## src/rtl/spi_master_arbiter.sv

```systemverilog
// Round-robin arbiter sharing one SPI master engine between NUM_REQ requesters.
// Optional watchdog enabled by defining SPI_ARB_TIMEOUT_EN.
`timescale 1ns/1ps
module spi_master_arbiter #(
  parameter int unsigned NUM_REQ        = 2,
  parameter int unsigned TIMEOUT_CYCLES = 65535
) (
  input  logic                    GCLK,
  input  logic                    RST,
  input  logic [NUM_REQ-1:0]      req_i,
  input  logic [6*NUM_REQ-1:0]    cfg_i,
  input  logic [32*NUM_REQ-1:0]   wr_data_i,
  output logic [NUM_REQ-1:0]      gnt_o,
  output logic [NUM_REQ-1:0]      ack_o,
  output logic [31:0]             rd_data_o,
  output logic                    err_o,
  output logic                    spi_start_o,
  output logic [1:0]              spi_mode_o,
  output logic [1:0]              spi_speed_o,
  output logic [1:0]              spi_word_len_o,
  output logic [31:0]             spi_mosi_data_o,
  input  logic                    spi_busy_i,
  input  logic [31:0]             spi_miso_data_i
);

  localparam int unsigned IdxW = (NUM_REQ > 1) ? $clog2(NUM_REQ) : 1;

  typedef enum logic [1:0] {
    StIdle,
    StLaunch,
    StActive,
    StDone
  } state_e;

  state_e             r_state, w_state_d;
  logic [IdxW-1:0]    r_ptr, w_ptr_d;
  logic [IdxW-1:0]    r_win, w_win_d;
  logic [NUM_REQ-1:0] r_gnt, w_gnt_d;
  logic [NUM_REQ-1:0] r_ack, w_ack_d;
  logic [31:0]        r_rd, w_rd_d;
  logic               r_start, w_start_d;
  logic [1:0]         r_mode, w_mode_d;
  logic [1:0]         r_speed, w_speed_d;
  logic [1:0]         r_len, w_len_d;
  logic [31:0]        r_mosi, w_mosi_d;

  logic               w_found;
  logic [IdxW-1:0]    w_pick;
  logic [IdxW-1:0]    w_cand;
  int unsigned        w_k;
  logic [5:0]         w_cfg_sel;
  logic [31:0]        w_data_sel;
  logic               w_timeout;
  logic               w_to_fire;

  // First requester at or after the pointer, wrapping modulo NUM_REQ.
  always_comb begin
    w_found = 1'b0;
    w_pick  = '0;
    w_k     = 0;
    w_cand  = '0;
    for (int unsigned i = 0; i < NUM_REQ; i++) begin
      w_k = 32'(r_ptr) + i;
      if (w_k >= NUM_REQ) w_k = w_k - NUM_REQ;
      w_cand = IdxW'(w_k);
      if (!w_found && req_i[w_cand]) begin
        w_found = 1'b1;
        w_pick  = w_cand;
      end
    end
  end

  always_comb begin
    w_cfg_sel  = '0;
    w_data_sel = '0;
    for (int unsigned i = 0; i < NUM_REQ; i++) begin
      if (IdxW'(i) == w_pick) begin
        w_cfg_sel  = cfg_i[6*i +: 6];
        w_data_sel = wr_data_i[32*i +: 32];
      end
    end
  end

`ifdef SPI_ARB_TIMEOUT_EN
  localparam logic [31:0] TimeoutLast = 32'(TIMEOUT_CYCLES) - 32'd1;

  logic [31:0] r_cnt, w_cnt_d;
  logic        r_err, w_err_d;

  assign w_timeout = ((r_state == StLaunch) || (r_state == StActive)) && (r_cnt == TimeoutLast);
`else
  assign w_timeout = 1'b0;
`endif

  // Watchdog only fires when the awaited busy transition has not happened this cycle.
  assign w_to_fire = w_timeout &&
                     (((r_state == StLaunch) && !spi_busy_i) ||
                      ((r_state == StActive) && spi_busy_i));

  always_comb begin
    w_state_d = r_state;
    w_ptr_d   = r_ptr;
    w_win_d   = r_win;
    w_gnt_d   = r_gnt;
    w_ack_d   = '0;
    w_rd_d    = r_rd;
    w_start_d = r_start;
    w_mode_d  = r_mode;
    w_speed_d = r_speed;
    w_len_d   = r_len;
    w_mosi_d  = r_mosi;
    unique case (r_state)
      StIdle: begin
        // A stale busy from the master blocks new grants.
        if (w_found && !spi_busy_i) begin
          w_win_d   = w_pick;
          w_gnt_d   = NUM_REQ'(1) << w_pick;
          w_mode_d  = w_cfg_sel[5:4];
          w_speed_d = w_cfg_sel[3:2];
          w_len_d   = w_cfg_sel[1:0];
          w_mosi_d  = w_data_sel;
          w_start_d = 1'b1;
          w_state_d = StLaunch;
        end
      end
      StLaunch: begin
        if (spi_busy_i) begin
          w_start_d = 1'b0;
          w_state_d = StActive;
        end else if (w_to_fire) begin
          w_start_d = 1'b0;
          w_rd_d    = '0;
          w_ack_d   = r_gnt;
          w_state_d = StDone;
        end
      end
      StActive: begin
        if (!spi_busy_i) begin
          w_rd_d    = spi_miso_data_i;
          w_ack_d   = r_gnt;
          w_state_d = StDone;
        end else if (w_to_fire) begin
          w_start_d = 1'b0;
          w_rd_d    = '0;
          w_ack_d   = r_gnt;
          w_state_d = StDone;
        end
      end
      StDone: begin
        w_gnt_d   = '0;
        w_ptr_d   = (r_win == IdxW'(NUM_REQ - 1)) ? '0 : r_win + IdxW'(1);
        w_state_d = StIdle;
      end
      default: w_state_d = StIdle;
    endcase
  end

  always_ff @(posedge GCLK or negedge RST) begin
    if (!RST) begin
      r_state <= StIdle;
      r_ptr   <= '0;
      r_win   <= '0;
      r_gnt   <= '0;
      r_ack   <= '0;
      r_rd    <= '0;
      r_start <= 1'b0;
      r_mode  <= '0;
      r_speed <= '0;
      r_len   <= '0;
      r_mosi  <= '0;
    end else begin
      r_state <= w_state_d;
      r_ptr   <= w_ptr_d;
      r_win   <= w_win_d;
      r_gnt   <= w_gnt_d;
      r_ack   <= w_ack_d;
      r_rd    <= w_rd_d;
      r_start <= w_start_d;
      r_mode  <= w_mode_d;
      r_speed <= w_speed_d;
      r_len   <= w_len_d;
      r_mosi  <= w_mosi_d;
    end
  end

`ifdef SPI_ARB_TIMEOUT_EN
  // Counter restarts on entry to LAUNCH and to ACTIVE.
  always_comb begin
    w_cnt_d = r_cnt;
    w_err_d = r_err;
    if ((r_state == StIdle) && (w_state_d == StLaunch)) begin
      w_cnt_d = '0;
    end else if ((r_state == StLaunch) && (w_state_d == StActive)) begin
      w_cnt_d = '0;
    end else if ((r_state == StLaunch) || (r_state == StActive)) begin
      w_cnt_d = r_cnt + 32'd1;
    end
    if (w_to_fire) begin
      w_err_d = 1'b1;
    end else if (r_state == StDone) begin
      w_err_d = 1'b0;
    end
  end

  always_ff @(posedge GCLK or negedge RST) begin
    if (!RST) begin
      r_cnt <= '0;
      r_err <= 1'b0;
    end else begin
      r_cnt <= w_cnt_d;
      r_err <= w_err_d;
    end
  end

  assign err_o = r_err;
`else
  assign err_o = 1'b0;
`endif

  assign gnt_o           = r_gnt;
  assign ack_o           = r_ack;
  assign rd_data_o       = r_rd;
  assign spi_start_o     = r_start;
  assign spi_mode_o      = r_mode;
  assign spi_speed_o     = r_speed;
  assign spi_word_len_o  = r_len;
  assign spi_mosi_data_o = r_mosi;

endmodule

```

## config.mk

```make
export PLATFORM = sky130hd
export DESIGN_NAME = spi_master_arbiter
export DESIGN_NICKNAME = d
export VERILOG_FILES = /design/src/rtl/spi_master_arbiter.sv
export SDC_FILE = /design/constraint.sdc
export NUM_CORES = 1
export LEC_CHECK = 0
export BUFFER_PORTS_ARGS = -buffer_cell sky130_fd_sc_hd__buf_2
export CELL_PAD_IN_SITES_DETAIL_PLACEMENT = 1
export CELL_PAD_IN_SITES_GLOBAL_PLACEMENT = 2
export CORE_UTILIZATION = 28
export CTS_BUF_LIST = sky130_fd_sc_hd__clkbuf_2
export DETAILED_ROUTE_END_ITERATION = 16
export PLACE_DENSITY_LB_ADDON = 0.1
export SYNTH_ARGS = -nofsm -noshare
export SYNTH_HDL_FRONTEND = slang
export SYNTH_SLANG_ARGS = --single-unit
```

## constraint.sdc

```tcl
create_clock -name GCLK -period 2.44 [get_ports GCLK]
set_input_delay 0.122 -clock GCLK [delete_from_list [all_inputs] [get_ports GCLK]]
set_output_delay 0.122 -clock GCLK [all_outputs]
set_load 0.02 [all_outputs]
```

-- Word level (Yosys, flattened, before mapping)
Cells that the tools add are included.
- equality and inequality tests: 6
- $add $sub $neg: 4
- bitwise operators: 1
- reductions and logical operators: 12
- multiplexer cells: 24
- order comparisons: 4
- shifts and indexed selects: 1
- operators by type and width (operator ; number):
    $mux 32 ; 1
    $mux 1 ; 13
    $mux 2 ; 6
    $pmux 2 s4 ; 1
    $mux 6 ; 1
    $ne 2x2->1 const B ; 3
    $reduce_and 2->1 ; 3
    $reduce_and 3->1 ; 2
    $eq 2x2->1 const B ; 2
    $lt 1x2->1 const B ; 2
    $pmux 2 s2 ; 1
    $reduce_bool 2->1 ; 2
    $add 1x1->2 const B ; 1
    $eq 2x1->1 const B ; 1
    $ge 1x2->1 const B ; 1
    $ge 2x2->1 const B ; 1
    $logic_and 1x1->1 ; 2
    $logic_not 1->1 ; 2
    $logic_not 2->1 ; 1
    $pmux 1 s2 ; 1
    $shl 1x1->2 const A ; 1
    $sub 1x1->1 const B ; 2
    $add 1x1->1 const B ; 1
    $not 1->1 ; 1
- bits in registers: 79
- logic and storage cells: 63
- output and inout port bits: 76
- input port bits: 113

-- Depth between registers and ports, before layout
- depth after elaboration: 11
- depth in mapped cells: 8
- depth with buffers taken out: 5

-- Worst setup path before layout
No wires, ideal clock.
- path kind: register -> register
- start point: register r_state[0]
- end point: register r_mosi[12], in the netlist spi_mosi_data_o[12]
- path slack: 677 ps
- arrival: 1637 ps
- stages on the path, launching flop included: 9
- clock period less this slack: 1763 ps
- required time: 2314 ps
- setup time: 126 ps
- buffers on the path: 3
- path through: dfrtp_1 inv_1 ha_1 buf_6 nor2b_4 and3_4 buf_6 buf_6 a221o_1
- longest elaborated chain between the ends: 2
- ends and longest elaborated chain (what ; RTL line ; text):
    start: declaration ; 35 ; state_e r_state, w_state_d;
    start signal: assignment ; 160 ; r_state <= StIdle;
    start signal: assignment ; 172 ; r_state <= w_state_d;
    $logic_not 2->1 ; 112 ; unique case (r_state)
    $reduce_and 2->1 (no source line) ; n/a ;
    end signal: assignment ; 182 ; r_mosi <= w_mosi_d;
    end: declaration ; 45 ; logic [31:0] r_mosi, w_mosi_d;
Every way passes these cells.
A chain may end at the register's enable or synchronous reset.

-- Final worst setup path
- start point: register r_state[0]
- end point: register r_mosi[19], in the netlist spi_mosi_data_o[19]
Same word-level chain as after synthesis.

==> results_dict.tcl <==
set metrics [dict create \
    ioPinCount 189 \
    fin_crit_sh 0.835 \
    final_cell_area_sq_mm 0.00567 \
    hold_violations 0 \
    grt_overflow 0 \
    postSynth.asyncResetShare 1.00 \
    antenna_cells 0 \
    pre_cts_ws_ns 0.433 \
    rows 40 \
    die_h_um 113 \
    vias 3243 \
    port_buffers 187 \
    routed_wl_um 11400 \
    ant_nets 0 \
    grt_pass1_vias 3634 \
    grt_use_total 0.188 \
    crit_required_ns 2.89 \
    drt_pass1_iterations 4 \
    numCtsBuffers 9 \
    cts_buffer_depth 2 \
    placed_area_sq_mm 0.00448 \
    areaGrowthSynthToFinish_pct 65.3 \
    synth_flop_cell "dfrtp_1" \
    die_area_sq_mm 0.0127 \
    clock_sinks 79 \
    path_class "register to register" \
    p_per_area_mw_per_mm2 1030 \
    netlist_area_sq_mm 0.00343 \
    drc 0 \
    slowest_stage "dfrtp_1" \
    vias_per_cell 4.68 \
    end_kind "register" \
    report.final.slew_viol_count 0 \
    yosysWarnings 0 \
    arrival_ns 2.49 \
    status "completed" \
    avgRoutedWirePerCell_um 16.4 \
    r2r_end "spi_mosi_data_o[19]" \
    synth_edf_count 0 \
    yosysSeqAreaShare 0.576 \
    reg2reg_depth 6 \
    rsz0062_at_grt "false" \
    maxSlewHeadroom 0.526 \
    synth_fp_nets 368 \
    root_buffer "clkbuf_2" \
    cts.clk_slew.worst_paths_ns 0.22 \
    skew_ns 0.0224 \
    postCtsResizedCells 0 \
    path_cells "inv_1 > ha_1 > nor2b_4 > and3_1 > buf_4 > a221o_1" \
    finalSetupViolCount 0 \
    slowest_delay_ns 0.44 \
    startpoint "r_state[0]" \
    grt_start_max_net_pins 43 \
    cts_max_level 3 \
    drt_iter0_drc 87 \
    layout-drive-gt1-share 0.451 \
    ir_drop_mv 0.371 \
    syn_inst 250 \
    yosys.cell_types.count 30 \
    synth_area_per_cell_sq_um 13.7 \
    place.gp.congestion 0.703 \
    worstMarginPinSlew_ns 0.712 \
    hold_class "input port to async pin" \
    r2r_slack_ns 0.40 \
    fin_crit_ns 2.04 \
    crit_fanout 33 \
    clock_latency_ns 0.53 \
    cap_violations 0 \
    ys_ff_latch 79 \
    grt_pass1_wl_um 18700 \
    critPathCapture "spi_mosi_data_o[19]" \
    coreArea_sq_mm 0.0120 \
    cts_tree "yes" \
    tns_ns 0 \
    power.leakage_nw 2.77 \
    grt_antenna_before_repair 0 \
    max_freq_mhz 491 \
    worst_slack_ns 0.402 \
    r2r_start "r_state[0]" \
    die_w_um 113 \
    dp.final_hpwl_um 7030 \
    startpoint_type "register" \
    nNetsFinal 659 \
    start_util 0.287 \
    fin_hold_ws_ns 0.0677 \
]
==> power by group <==
group          total [mW]  switching (mW)  internal (mW)
clock network       0.590           0.465          0.125
registers            2.23           0.315           1.92
logic                3.02            1.65           1.37
total                5.84            2.43           3.41
==> what timing repair did <==
action                    4_1_cts  5_1_grt
hold endpoints to repair      151        0
buffers inserted                0        0
hold buffers                  110        0
==> synthesized netlist by cell type (2+ instances only) <==
| master | instances | area share |
|---|---|---|
| nor2_1 | 2 | 0.0022 |
| a221o_1 | 38 | 0.11 |
| a21boi_0 | 38 | 0.083 |
| nor2b_1 | 2 | 0.0036 |
| dfrtp_1 | 79 | 0.58 |
| and2_1 | 2 | 0.0036 |
| a32o_1 | 2 | 0.0058 |
| o21ai_0 | 2 | 0.0029 |
| mux2_2 | 34 | 0.11 |
| buf_6 | 4 | 0.013 |
| a221oi_1 | 2 | 0.0051 |
| buf_2 | 8 | 0.012 |
| a21o_1 | 2 | 0.0044 |
| a21oi_1 | 2 | 0.0029 |
| ha_1 | 5 | 0.018 |
| inv_1 | 5 | 0.0055 |
| clkbuf_1 | 10 | 0.011 |
==> area by class of cell <==
class,instances,area [sq um]
clock buffer,9,45.0
clock inverter,7,40.0
fill,1362,6290
inverter,5,18.8
multi-input combinational,143,1310
sequential,79,1980
tap,147,184
timing repair buffer,303,2100
==> state kept, by name, summed over array words and instances, names as in the netlist <==
name / cells
spi_mode_o: 2
r_ptr: 1
r_win: 1
r_state: 2
ack_o: 2
spi_word_len_o: 2
gnt_o: 2
spi_mosi_data_o: 32
spi_speed_o: 2
spi_start_o: 1
rd_data_o: 32
==> per-layer routing <==
metal | vias up | GRT usage | share of wire
li1 | 1531 | - | -
met1 | 1569 | 0.232 | 0.44
met2 | 129 | 0.323 | 0.49
met3 | 14 | 0.0459 | 0.059
met4 | 0 | 0.0640 | 0.016
met5 | - | 0 | 0
==> cells by family after synthesis <==
group / count (synthesis) / share of synthesized area
AO/OA/AOI/OAI: 90 / 0.224
adder cells (fa/ha/maj): 5 / 0.0182
buffers and inverters: 28 / 0.0434
flip-flops: 79 / 0.576
multiplexers: 34 / 0.112
other: 1 / 0.00109
AND/OR/NAND/NOR: 13 / 0.0248
==> placed cells by master (no fill, tap or decap) <==
cell type	Yosys	layout
and3_4	1	1
a32o_1	2	2
clkinv_1	0	1
a22o_1	1	1
buf_2	8	186
o21bai_1	1	1
a221o_1	38	38
nor2_1	2	2
mux2_2	34	34
clkbuf_2	0	9
inv_1	5	5
nor3_1	1	1
clkinv_2	0	4
and3_1	1	1
a2111oi_0	1	1
a21boi_0	38	38
nor2b_1	2	1
o21ai_0	2	2
dlygate4sd3_1	0	110
buf_4	1	6
conb_1	1	1
nand2b_1	1	1
a21o_1	2	2
nand2_1	1	1
a221oi_1	2	2
dfrtp_1	79	79
and2_1	2	2
clkinvlp_4	0	1
a21oi_1	2	2
nor2b_2	0	1
or2_2	1	1
buf_12	0	1
ha_1	5	5
clkinv_4	0	1
nor2b_4	1	1
a31oi_1	1	1
==> worst max-delay path, delay by kind of cell, from the launching register on <==
family | cells | cell delay (ns)
buffers and inverters | 2 | 0.50
DFF | 1 | 0.44
and+or+nand+nor | 2 | 0.43
AOI/OAI and AO/OA | 1 | 0.22
adders and majority gates | 1 | 0.37
==> through the flow <==
stage | util | power [mW] | cells
after floorplan | - | 4.17 | 250
after global placement | 0.375 | 5.11 | 567
after detailed placement | 0.375 | 5.15 | 567
after CTS | 0.474 | 5.90 | 693
after global routing | 0.474 | 6.30 | 693
final | 0.474 | 5.84 | 693
==> worst min path at each step <==
stage	from	to
finish	RST	rd_data_o[16]
global route	req_i[1]	gnt_o[1]
CTS	req_i[1]	gnt_o[1]
detailed placement	RST	rd_data_o[16]
global placement	RST	rd_data_o[16]
floorplan	RST	ack_o[0]
Power figures use the tool's default switching activity.
